==> src/rtl/prm_edge_sched.sv <==
// prm_edge_sched
//   Walks a batch of roadmap edges stored in an external edge ROM. Each
//   edge code is fetched, registered onto chk_vec for an external
//   combinational obstacle checker, and the checker verdict is reported
//   through a valid/ready result port. Blocked edges are counted per batch.
//   Each edge takes 4 cycles (FETCH, LOAD, CHECK, EMIT) when res_ready is
//   held high.
//
// Ports
//   clk          rising-edge clock
//   rst_n        asynchronous active-low reset
//   start        one-cycle batch request, sampled only in IDLE
//   abort        terminate the current batch (priority over start)
//   base_addr    first edge ROM address of the batch
//   edge_cnt     number of edges in the batch, 0..2^AW
//   busy         high in every state except IDLE
//   done         one-cycle pulse at batch completion
//   rom_rd       edge ROM read strobe
//   rom_addr     edge ROM address
//   rom_data     edge code, valid the cycle after rom_rd
//   chk_vec      registered edge code driving the obstacle checker
//   chk_mask     checker verdict, 1 = edge blocked
//   res_valid    result valid
//   res_ready    result ready
//   res_idx      ROM address of the reported edge
//   res_mask     blocked flag of the reported edge
//   blocked_cnt  blocked edges in the current or last batch
module prm_edge_sched #(
    parameter int AW = 6,
    parameter int VW = 15
) (
    input  logic          clk,
    input  logic          rst_n,
    input  logic          start,
    input  logic          abort,
    input  logic [AW-1:0] base_addr,
    input  logic [AW:0]   edge_cnt,
    output logic          busy,
    output logic          done,
    output logic          rom_rd,
    output logic [AW-1:0] rom_addr,
    input  logic [VW-1:0] rom_data,
    output logic [VW-1:0] chk_vec,
    input  logic          chk_mask,
    output logic          res_valid,
    input  logic          res_ready,
    output logic [AW-1:0] res_idx,
    output logic          res_mask,
    output logic [AW:0]   blocked_cnt
);

    typedef enum logic [2:0] {
        IDLE  = 3'd0,
        FETCH = 3'd1,
        LOAD  = 3'd2,
        CHECK = 3'd3,
        EMIT  = 3'd4,
        FIN   = 3'd5
    } state_t;

    state_t        state;
    state_t        state_nxt;
    logic [AW-1:0] cur_addr;
    logic [AW:0]   rem_cnt;

    // Control strobes decoded by the next-state logic
    logic batch_go;   // latch base_addr / edge_cnt
    logic cnt_clr;    // clear blocked_cnt at batch start
    logic vec_ld;     // capture rom_data into chk_vec
    logic res_ld;     // capture checker verdict into result registers
    logic adv;        // result handshake: step address, consume one edge

    // Saturating increment; with edge_cnt <= 2^AW the ceiling is never
    // reached in normal use, it only guards against wrap.
    function automatic logic [AW:0] sat_inc(input logic [AW:0] cnt,
                                            input logic        inc);
        if (inc && (cnt != {(AW+1){1'b1}}))
            return cnt + (AW+1)'(1);
        return cnt;
    endfunction

    assign rom_addr = cur_addr;

    // State register
    always_ff @(posedge clk or negedge rst_n) begin
        if (!rst_n)
            state <= IDLE;
        else
            state <= state_nxt;
    end

    // Next-state and output decode
    always_comb begin
        state_nxt = state;
        busy      = (state != IDLE);
        done      = (state == FIN);
        rom_rd    = (state == FETCH);
        res_valid = (state == EMIT);
        batch_go  = 1'b0;
        cnt_clr   = 1'b0;
        vec_ld    = 1'b0;
        res_ld    = 1'b0;
        adv       = 1'b0;

        // abort wins everywhere; in IDLE it also suppresses a coincident start
        if (abort) begin
            state_nxt = IDLE;
        end else begin
            case (state)
                IDLE: begin
                    if (start) begin
                        cnt_clr = 1'b1;
                        if (edge_cnt != '0) begin
                            batch_go  = 1'b1;
                            state_nxt = FETCH;
                        end else begin
                            state_nxt = FIN;
                        end
                    end
                end
                FETCH: state_nxt = LOAD;
                LOAD: begin
                    vec_ld    = 1'b1;
                    state_nxt = CHECK;
                end
                CHECK: begin
                    res_ld    = 1'b1;
                    state_nxt = EMIT;
                end
                EMIT: begin
                    if (res_ready) begin
                        adv       = 1'b1;
                        state_nxt = (rem_cnt == (AW+1)'(1)) ? FIN : FETCH;
                    end
                end
                FIN:     state_nxt = IDLE;
                default: state_nxt = IDLE;
            endcase
        end
    end

    // Datapath registers
    always_ff @(posedge clk or negedge rst_n) begin
        if (!rst_n) begin
            cur_addr    <= '0;
            rem_cnt     <= '0;
            chk_vec     <= '0;
            res_idx     <= '0;
            res_mask    <= 1'b0;
            blocked_cnt <= '0;
        end else begin
            if (batch_go) begin
                cur_addr <= base_addr;
                rem_cnt  <= edge_cnt;
            end
            if (cnt_clr)
                blocked_cnt <= '0;
            if (vec_ld)
                chk_vec <= rom_data;
            if (res_ld) begin
                res_idx     <= cur_addr;
                res_mask    <= chk_mask;
                blocked_cnt <= sat_inc(blocked_cnt, chk_mask);
            end
            // Address wraps naturally modulo 2^AW
            if (adv) begin
                cur_addr <= cur_addr + AW'(1);
                rem_cnt  <= rem_cnt - (AW+1)'(1);
            end
        end
    end

endmodule

==> config.mk <==
export PLATFORM = sky130hd
export DESIGN_NAME = prm_edge_sched
export DESIGN_NICKNAME = d
export VERILOG_FILES = /design/src/rtl/prm_edge_sched.sv
export SDC_FILE = /design/constraint.sdc
export NUM_CORES = 1
export LEC_CHECK = 0
export CORE_UTILIZATION = 42
export CTS_CLUSTER_SIZE = 20
export DETAILED_ROUTE_END_ITERATION = 8
export HOLD_SLACK_MARGIN = 0.15
export PLACE_DENSITY = 0.74
export RECOVER_POWER = 100
export SLEW_MARGIN = 0
export SYNTH_ARGS = -nofsm -noshare
export SYNTH_HDL_FRONTEND = slang
export SYNTH_SLANG_ARGS = --single-unit
export TNS_END_PERCENT = 50
==> constraint.sdc <==
create_clock -name clk -period 2.2 [get_ports clk]
set_input_delay 0.44 -clock clk [delete_from_list [all_inputs] [get_ports clk]]
set_output_delay 0.44 -clock clk [all_outputs]
set_load 0.02 [all_outputs]
Word-level counts from Yosys, hierarchy flattened. Index checks and enable logic that the tools add are counted.

Output and inout port bits: 39. Register bits after elaboration: 45. Word-level logic and storage cells: 58. Input bits: 34.

Eq/ne operators: 10. $add $sub $neg: 3. Reduce and logical (&&, ||, !) cells: 8. Mux-type cells: 30.

Operators by type and width (number): 7-bit 2-to-1 mux (6); 1-bit 2-to-1 mux (16); 3-bit 2-to-1 mux (5); 3-bit one-hot mux with 5 select lines (1); 6-bit 2-to-1 mux (2); 7-bit by 1-bit adder with 7-bit output, second input constant (1); 7-bit by 1-bit == test with 1-bit output, second input constant (1); 7-bit != test, second input constant (1); 7-bit nonzero test (1); 7-bit by 1-bit subtractor with 7-bit output, second input constant (1); 6-bit by 1-bit adder with 6-bit output, second input constant (1); 3-bit by 2-bit == test with 1-bit output, second input constant (2); 3-bit == test, second input constant (2); 2-bit AND reduction (2); 2-bit nonzero test (2); 3-bit by 1-bit == test with 1-bit output, second input constant (1); 3-bit zero test (1); 3-bit by 2-bit != test with 1-bit output, second input constant (1); 3-bit != test, second input constant (1); 3-bit nonzero test (1); 2-bit by 1-bit != test with 1-bit output, second input constant (1); 1-bit logical AND (1).

Depth between registers and ports, before layout. Gate-level depths: netlist of run 1.

Depth after elaboration: 7. Gate-level depth with buffers: 6. Mapped depth without buffers: 5.

Least setup slack after synthesis of run 1. OpenSTA, ideal clock, no wires.

Path kind: input -> register. Start point: input edge_cnt[2]. End point: register cur_addr[2] (netlist: rom_addr[2]). Path buffers: 1. Required time: 2.074 ns. Setup time: 0.126 ns. Slack: 0.413 ns. Arrival: 1.661 ns. Stages on the path: 4. Cells stage by stage: or4_4 -> o211a_1 -> buf_6 -> a221o_1.

Cells in the longest elaborated chain, start to end: 6.

Ends and longest elaborated chain: from (decl) (line 37) `input logic [AW:0] edge_cnt,`; 7-bit nonzero test (line 113) `if (edge_cnt != '0) begin`; 1-bit 2-to-1 mux (line 113); 1-bit 2-to-1 mux (line 111) `if (start) begin`; 1-bit 2-to-1 mux (line 109) `case (state)`; 1-bit 2-to-1 mux (line 106) `if (abort) begin`; 2-bit nonzero test (no source line); to (signal assigned) (line 153) `cur_addr <= base_addr;`; to (signal assigned) (line 167) `cur_addr <= cur_addr + AW'(1);`; to (decl) (line 63) `logic [AW-1:0] cur_addr;`.

No other way between the ends. A chain may end at the register's enable or synchronous reset.

Final worst setup path of run 1.
Start point: input edge_cnt[2]. End point: register cur_addr[5] (netlist: rom_addr[5]).

The elaborated chain is that of the path after synthesis.

==> results of run 1 <==
stage by stage:
stage               power, W  hold slack, ns  TNS (ns)  cells  utilization, %
floorplan            0.00185           0.144         0    188               -
global placement     0.00246           0.489   -0.0317    339            63.7
detailed placement   0.00249           0.496   -0.0846    339            63.7
CTS                  0.00310           0.236         0    346            65.9
global route         0.00312           0.519         0    346            64.8
finish               0.00295           0.419         0    346            64.8
worst max-delay path, delay by kind of cell:
family | cells | cell delay [ns]
AO/OA/AOI/OAI | 2 | 0.58
buffers and inverters | 2 | 0.66
AND/OR/NAND/NOR | 2 | 0.65
sequential cells by signal, indices dropped and copies added (netlist names):
signal and cells:
state 3, rem_cnt 7, res_mask 1, res_idx 6
blocked_cnt 7, chk_vec 15, rom_addr 6
kinds of logic after synthesis:
kind of cell / after synthesis / share of synthesized area, %
DFF: 45 / 51.1
xor gates and xnor gates: 1 / 0.398
adders and majority gates: 4 / 2.27
and+or+nand+nor: 66 / 18.4
AOI/OAI and AO/OA: 34 / 12.2
buffers and inverters: 14 / 3.52
muxes: 24 / 12.2
power groups by stage:
stage / combinational (W) / sequential (W) / clock (W)
2_1_floorplan: 0.000341 / 0.00151 / 0
3_3_place_gp: 0.00121 / 0.00126 / 0
3_5_place_dp: 0.00122 / 0.00127 / 0
4_1_cts: 0.00123 / 0.00125 / 0.000617
5_1_grt: 0.00120 / 0.00127 / 0.000646
6_report: 0.00112 / 0.00124 / 0.000594
path summary, 6_finish.rpt:
kind                                          from  cells past startpoint                      end
max                                    edge_cnt[2]                      6  rom_addr[5]$_DFFE_PN0P_
min                                          rst_n                      2   res_idx[4]$_DFFE_PN0P_
max reg2reg                   state[1]$_DFFE_PN0P_                      5   rem_cnt[1]$_DFFE_PN0P_
min reg2reg                chk_vec[14]$_DFFE_PN0P_                      1  chk_vec[14]$_DFFE_PN0P_
max in group asynchronous                    rst_n                      2     state[2]$_DFFE_PN0P_
min in group clk           chk_vec[14]$_DFFE_PN0P_                      1  chk_vec[14]$_DFFE_PN0P_
synthesized netlist by cell type, drive strengths merged:
cell type	number
a311oi	1
and4	1
ha	4
mux2	22
nor4b	2
nor4	1
or3	3
a21o	1
mux2i	2
a22oi	1
and2	2
o311ai	1
o211a	1
a22o	4
o21ai	4
xor2	1
o22ai	2
dfrtp	45
nor3	4
or4b	1
nor3b	5
a2111oi	1
o211ai	7
nand2b	1
a21oi	2
o31ai	1
nand3	16
a221o	1
a211oi	2
nand3b	1
inv	6
o221a	2
nand2	15
buf	8
or4	2
a31oi	2
and3b	1
a41oi	1
nor2	9
nand4	1
and4bb	1
repair_timing:
action                     CTS  global route
buffers inserted             0             0
setup endpoints to repair    2             0
resized for setup            2             0
layout make-up:
cell class / instances / area (µm²)
repair buffers: 92 / 856
clock buffers: 5 / 68.8
fillers: 407 / 1720
flip-flops and latches: 45 / 1130
multi-input cells: 129 / 971
well taps: 67 / 83.8
inverters: 6 / 22.5
clock inverters: 2 / 35.0
metal layers:
metal	global-route usage, %	up-vias	wire length, µm
met5	0	-	0
met4	7.55	0	70
met3	4.47	9	275
met2	31.0	63	2410
met1	26.3	888	2250
li1	-	885	-
==> summary.md, run 1 <==
| Metric | Value |
|---|---|
| Maximum fanout along the worst path | 5 |
| Final Skew | 0.00568 ns |
| #FFs+latches synth | 45 |
| Area post-placement | 3110 µm² |
| Drt via density | 5.33 |
| Cell row count | 25 |
| Final setup vio count | 0 |
| Synth area leader | dfrtp_1 |
| Post-route DRC | 0 |
| Routed wire per std cell | 14.5 µm |
| Global-route wire length before repair | 8.22 mm |
| Layout cell share with drive strength beyond 1 | 19.0% |
| Core box area | 4880 µm² |
| VDD IR max | 0.660 mV |
| Worst slack, placed | -0.0416 ns |
| Largest net degree at the start of global routing | 46 |
| CP Data Required Time | 2.39 ns |
| Reg2reg setup slack | 0.29 ns |
| Die area | 5540 µm² |
| Synth top area share | 51.1% |
| Clk Latency, worst-skew pair | 0.29 ns |
| Net Switching | 0.000982 W |
| Synth area leaders | dfrtp_1 51%, mux2_2 11%, nand3_1 3.6%, nand2_1 2.6%, ha_1 2.3% |
| Clock transition at the registers of the reported paths | 0.08 ns |
| DRT iter0 DRCs | 66 |
| CTS buffer count | 5 |
| Slew margin rel. | 27.6% |
| CTS tree | done |
| Sw Share | 33.2% |
| Die height | 74.4 µm |
| Power Internal | 0.00197 W |
| Die W | 74.4 µm |
| Sequential area share after synthesis | 51.1% |
| Max Fclk | 0.465 GHz |
| Status | complete, no violations |
| DP HPWL | 3.80 mm |
| Vias in the first global route | 1,783 |
| GPL Wtd Cong | 0.897 |
| MaxCap Viol Count | 0 |
| Cell count after synthesis | 188 |
| Worst setup margin | 0.0480 ns |
| Layout Nets | 317 |
| Comb power frac | 38.0% |
| Crit-path max cell delay | 0.60 ns |
| Clk sinks | 45 |
| Final period utilization | 97.8% |
| Worst path slowest cell | or4_1 |
| Drt pass-1 iters | 4 |
| GRT overflow | 0 |
| Mapped Nets | 226 |
| Crit Path Class | in -> reg |
| Initial antenna violation count | 0 |
| Data arrival time of the critical path | 2.35 ns |
| Initial Utilization | 45.2% |
| Power Dens Cells | 934 nW/µm² |
| Synthesis Warnings | 0 |
| Sequential fraction of design power | 41.9% |
| Most frequent cells in the layout | 44 x dfrtp_1, 38 x dlygate4sd3_1, 32 x clkdlybuf4s50_1 |
| RSZ-0062 raised after global routing | false |
| CP Capture Type | flop |
| Slew Limit Fails | 0 |
| Antenna cell count | 0 |
| H-tree depth | 2 |
| Worst path cell trace | clkdlybuf4s50_1 > or4_1 > o211ai_1 > clkbuf_2 > nor2_1 > a211oi_1 |
| Hold-fix buffers, CTS | 0 |
| Synth-to-Final Area Change | 43.6% |
| Minimum clock period | 2.15 ns |
| Final Hold Fails | 0 |
| Routed vias | 1,845 |
| HP Class | in -> async |
| I/O Buffers | 72 |
| Most common cell after layout, fill and taps aside | dfrtp_1 |
| LEAKAGE | 1.39 nW |
| Top Ports | 73 |
| Clk Tree Root Cell | clkbuf_8 |
| Yosys cell types | 48 |
| WL final | 5.00 mm |
| Synthesized area | 2200 µm² |
| Slew @ Worst Pin | 1.09 ns |
| Post-route cell area | 3160 µm² |
| Max Buffers Root-to-Sink | 2 |
| Share of power burned in the clock network | 20.1% |
| Tot GR Track Use | 19.6% |
| ANT nets after route | 0 |
| Mean Syn Cell Area | 11.7 µm² |
| Worst Setup Start Kind | input port |
Power figures use the tool's default switching activity.
==> run 2, diff against run 1 <==
--- a/config.mk
+++ b/config.mk
@@ -5,11 +5,12 @@
 export SDC_FILE = /design/constraint.sdc
 export NUM_CORES = 1
 export LEC_CHECK = 0
-export CORE_UTILIZATION = 42
+export CAP_MARGIN = 20
+export CORE_UTILIZATION = 46
 export CTS_CLUSTER_SIZE = 20
 export DETAILED_ROUTE_END_ITERATION = 8
-export HOLD_SLACK_MARGIN = 0.15
-export PLACE_DENSITY = 0.74
+export HOLD_SLACK_MARGIN = 0.03
+export PLACE_DENSITY = 0.8
 export RECOVER_POWER = 100
 export SLEW_MARGIN = 0
 export SYNTH_ARGS = -nofsm -noshare
==> summary.md, run 2 (same netlist as run 1, synthesis figures left out) <==
| Metric | Value |
|---|---|
| Layout Nets | 319 (was 317) |
| MaxCap Viol Count | 0 (unchanged) |
| Slew margin rel. | 26.9% (was 27.6%) |
| Synth-to-Final Area Change | 42.1% (was 43.6%) |
| Area post-placement | 3110 µm² (about the same) |
| Minimum clock period | 2.12 ns (was 2.15 ns) |
| Crit Path Class | reg -> out (was in -> reg) |
| ANT nets after route | 0 (unchanged) |
| Largest Register | chk_vec (unchanged) |
| I/O Buffers | 72 (unchanged) |
| Setup TNS | 0 ns (unchanged) |
| Clk Tree Root Cell | clkbuf_8 (unchanged) |
| Layout cell share with drive strength beyond 1 | 19.2% (was 19.0%) |
| Most frequent cells in the layout | 45 x dfrtp_1, 38 x dlygate4sd3_1, 31 x clkdlybuf4s50_1 (was 44 x dfrtp_1, 38 x dlygate4sd3_1, 32 x clkdlybuf4s50_1) |
| Final Skew | 0.00305 ns (was 0.00568 ns) |
| Worst setup margin | 0.0832 ns (was 0.0480 ns) |
| Slew @ Worst Pin | 1.10 ns (was 1.09 ns) |
| Status | complete, but fails checks (was complete, no violations) |
| Die W | 71.2 µm (was 74.4 µm) |
| Clk Latency, worst-skew pair | 0.29 ns (about the same) |
| Die height | 71.2 µm (was 74.4 µm) |
| Reg2reg setup slack | 0.37 ns (was 0.29 ns) |
| Final period utilization | 96.2% (was 97.8%) |
| Routed wire per std cell | 15.4 µm (was 14.5 µm) |
| Antenna cell count | 0 (unchanged) |
| Die area | 5070 µm² (was 5540 µm²) |
| Final setup vio count | 0 (unchanged) |
| Largest net degree at the start of global routing | 46 (unchanged) |
| Worst slack, placed | -0.0849 ns (was -0.0416 ns) |
| Slew Limit Fails | 0 (unchanged) |
| H-tree depth | 2 (unchanged) |
| Initial antenna violation count | 0 (unchanged) |
| Reg2Reg Depth | 7 (was 5) |
| GPL Wtd Cong | 0.876 (was 0.897) |
| CTS tree | done (unchanged) |
| Hold-fix buffers, CTS | 0 (unchanged) |
| Post-route DRC | 4 (was 0) |
| DRT iter0 DRCs | 101 (was 66) |
| Reg-to-Reg End | rom_addr[4]$_DFFE_PN0P_ (was rem_cnt[1]$_DFFE_PN0P_) |
| Max Fclk | 0.472 GHz (was 0.465 GHz) |
| Drt pass-1 iters | 6 (was 4) |
| Largest register FFs | 15 (unchanged) |
| Global-route wire length before repair | 8.40 mm (was 8.22 mm) |
| Vias in the first global route | 1,846 (was 1,783) |
| VDD IR max | 0.613 mV (was 0.660 mV) |
| Clk sinks | 45 (unchanged) |
| CP Data Required Time | 1.76 ns (was 2.39 ns) |
| Failing checks | DRC |
| DP HPWL | 3.88 mm (was 3.80 mm) |
| Cell row count | 24 (was 25) |
| Initial Utilization | 49.2% (was 45.2%) |
| GRT overflow | 0 (unchanged) |
| HP Class | in -> async (unchanged) |
| Clock transition at the registers of the reported paths | 0.08 ns (about the same) |
| Routed vias | 1,855 (was 1,845) |
| Maximum fanout along the worst path | 5 (unchanged) |
| Top Ports | 73 (unchanged) |
| Worst Setup Start Kind | flop (was input port) |
| Data arrival time of the critical path | 1.68 ns (was 2.35 ns) |
| CP Capture Type | output pin (was flop) |
| Post-cts gate resize count | 0 (was 2) |
| RSZ-0062 raised after global routing | false (unchanged) |
| LEAKAGE | 1.39 nW (about the same) |
| Final Hold Fails | 0 (unchanged) |
| Most common cell after layout, fill and taps aside | dfrtp_1 (unchanged) |
| WL final | 5.14 mm (was 5.00 mm) |
| Power Dens Cells | 918 nW/µm² (was 934 nW/µm²) |
| Util after Layout | 70.0% (was 64.8%) |
| CTS buffer count | 5 (unchanged) |
| Tot GR Track Use | 21.3% (was 19.6%) |
| Worst r2r src | state[0]$_DFFE_PN0P_ (was state[1]$_DFFE_PN0P_) |
| Max Buffers Root-to-Sink | 2 (unchanged) |
| Core box area | 4470 µm² (was 4880 µm²) |
| Post-CTS setup buffer count | 0 (unchanged) |
| Drt via density | 5.57 (was 5.33) |
| Post-route cell area | 3130 µm² (was 3160 µm²) |
| Hold WS | 0.426 ns (was 0.419 ns) |
| Top flop regs | chk_vec (15), blocked_cnt (7), rem_cnt (7) (unchanged) |
run 2: power by group:
group | leakage [nW] | switching (W) | internal (W)
sequential | 0.560 | 0.000165 | 0.00108
clock | 0.0443 | 0.000260 | 0.000249
combinational | 0.783 | 0.000555 | 0.000571
run 2: cell type report:
| type | instances | area, µm² |
|---|---|---|
| Clock buffer | 7 | 86.3 |
| Fill cell | 346 | 1340 |
| Inverter | 6 | 22.5 |
| Multi-Input combinational cell | 129 | 970 |
| Sequential cell | 45 | 1130 |
| Tap cell | 52 | 65.1 |
| Timing Repair Buffer | 94 | 862 |
run 2: worst max path at each step:
stage,startpoint,to,slack [ns],cells after the start
after floorplan,edge_cnt[2],rom_addr[2]$_DFFE_PN0P_,0.41,4
after global placement,edge_cnt[2],rom_addr[2]$_DFFE_PN0P_,-0.02,4
after detailed placement,edge_cnt[2],rom_addr[5]$_DFFE_PN0P_,-0.08,6
after CTS,state[0]$_DFFE_PN0P_,rom_rd,0.03,2
after global routing,state[2]$_DFFE_PN0P_,busy,0.02,2
final,state[2]$_DFFE_PN0P_,busy,0.08,2
run 2: worst max-delay path: stages (launching register included):
cell and delay (ns):
dfrtp_1 0.43, or3_1 0.41, clkdlybuf4s50_1 0.56
run 2: stage by stage:
stage / std cells / power [W]
final: 333 / 0.00288
after global placement: 326 / 0.00246
after detailed placement: 326 / 0.00249
after floorplan: 188 / 0.00185
after CTS: 333 / 0.00302
after global routing: 333 / 0.00304
run 2: metal layers:
layer / vias up / routed length [µm] / global-route usage, %
met5: - / 0 / 0
li1: 885 / - / -
met4: 0 / 48 / 6.00
met2: 55 / 2630 / 36.8
met1: 911 / 2160 / 25.6
met3: 4 / 297 / 6.61
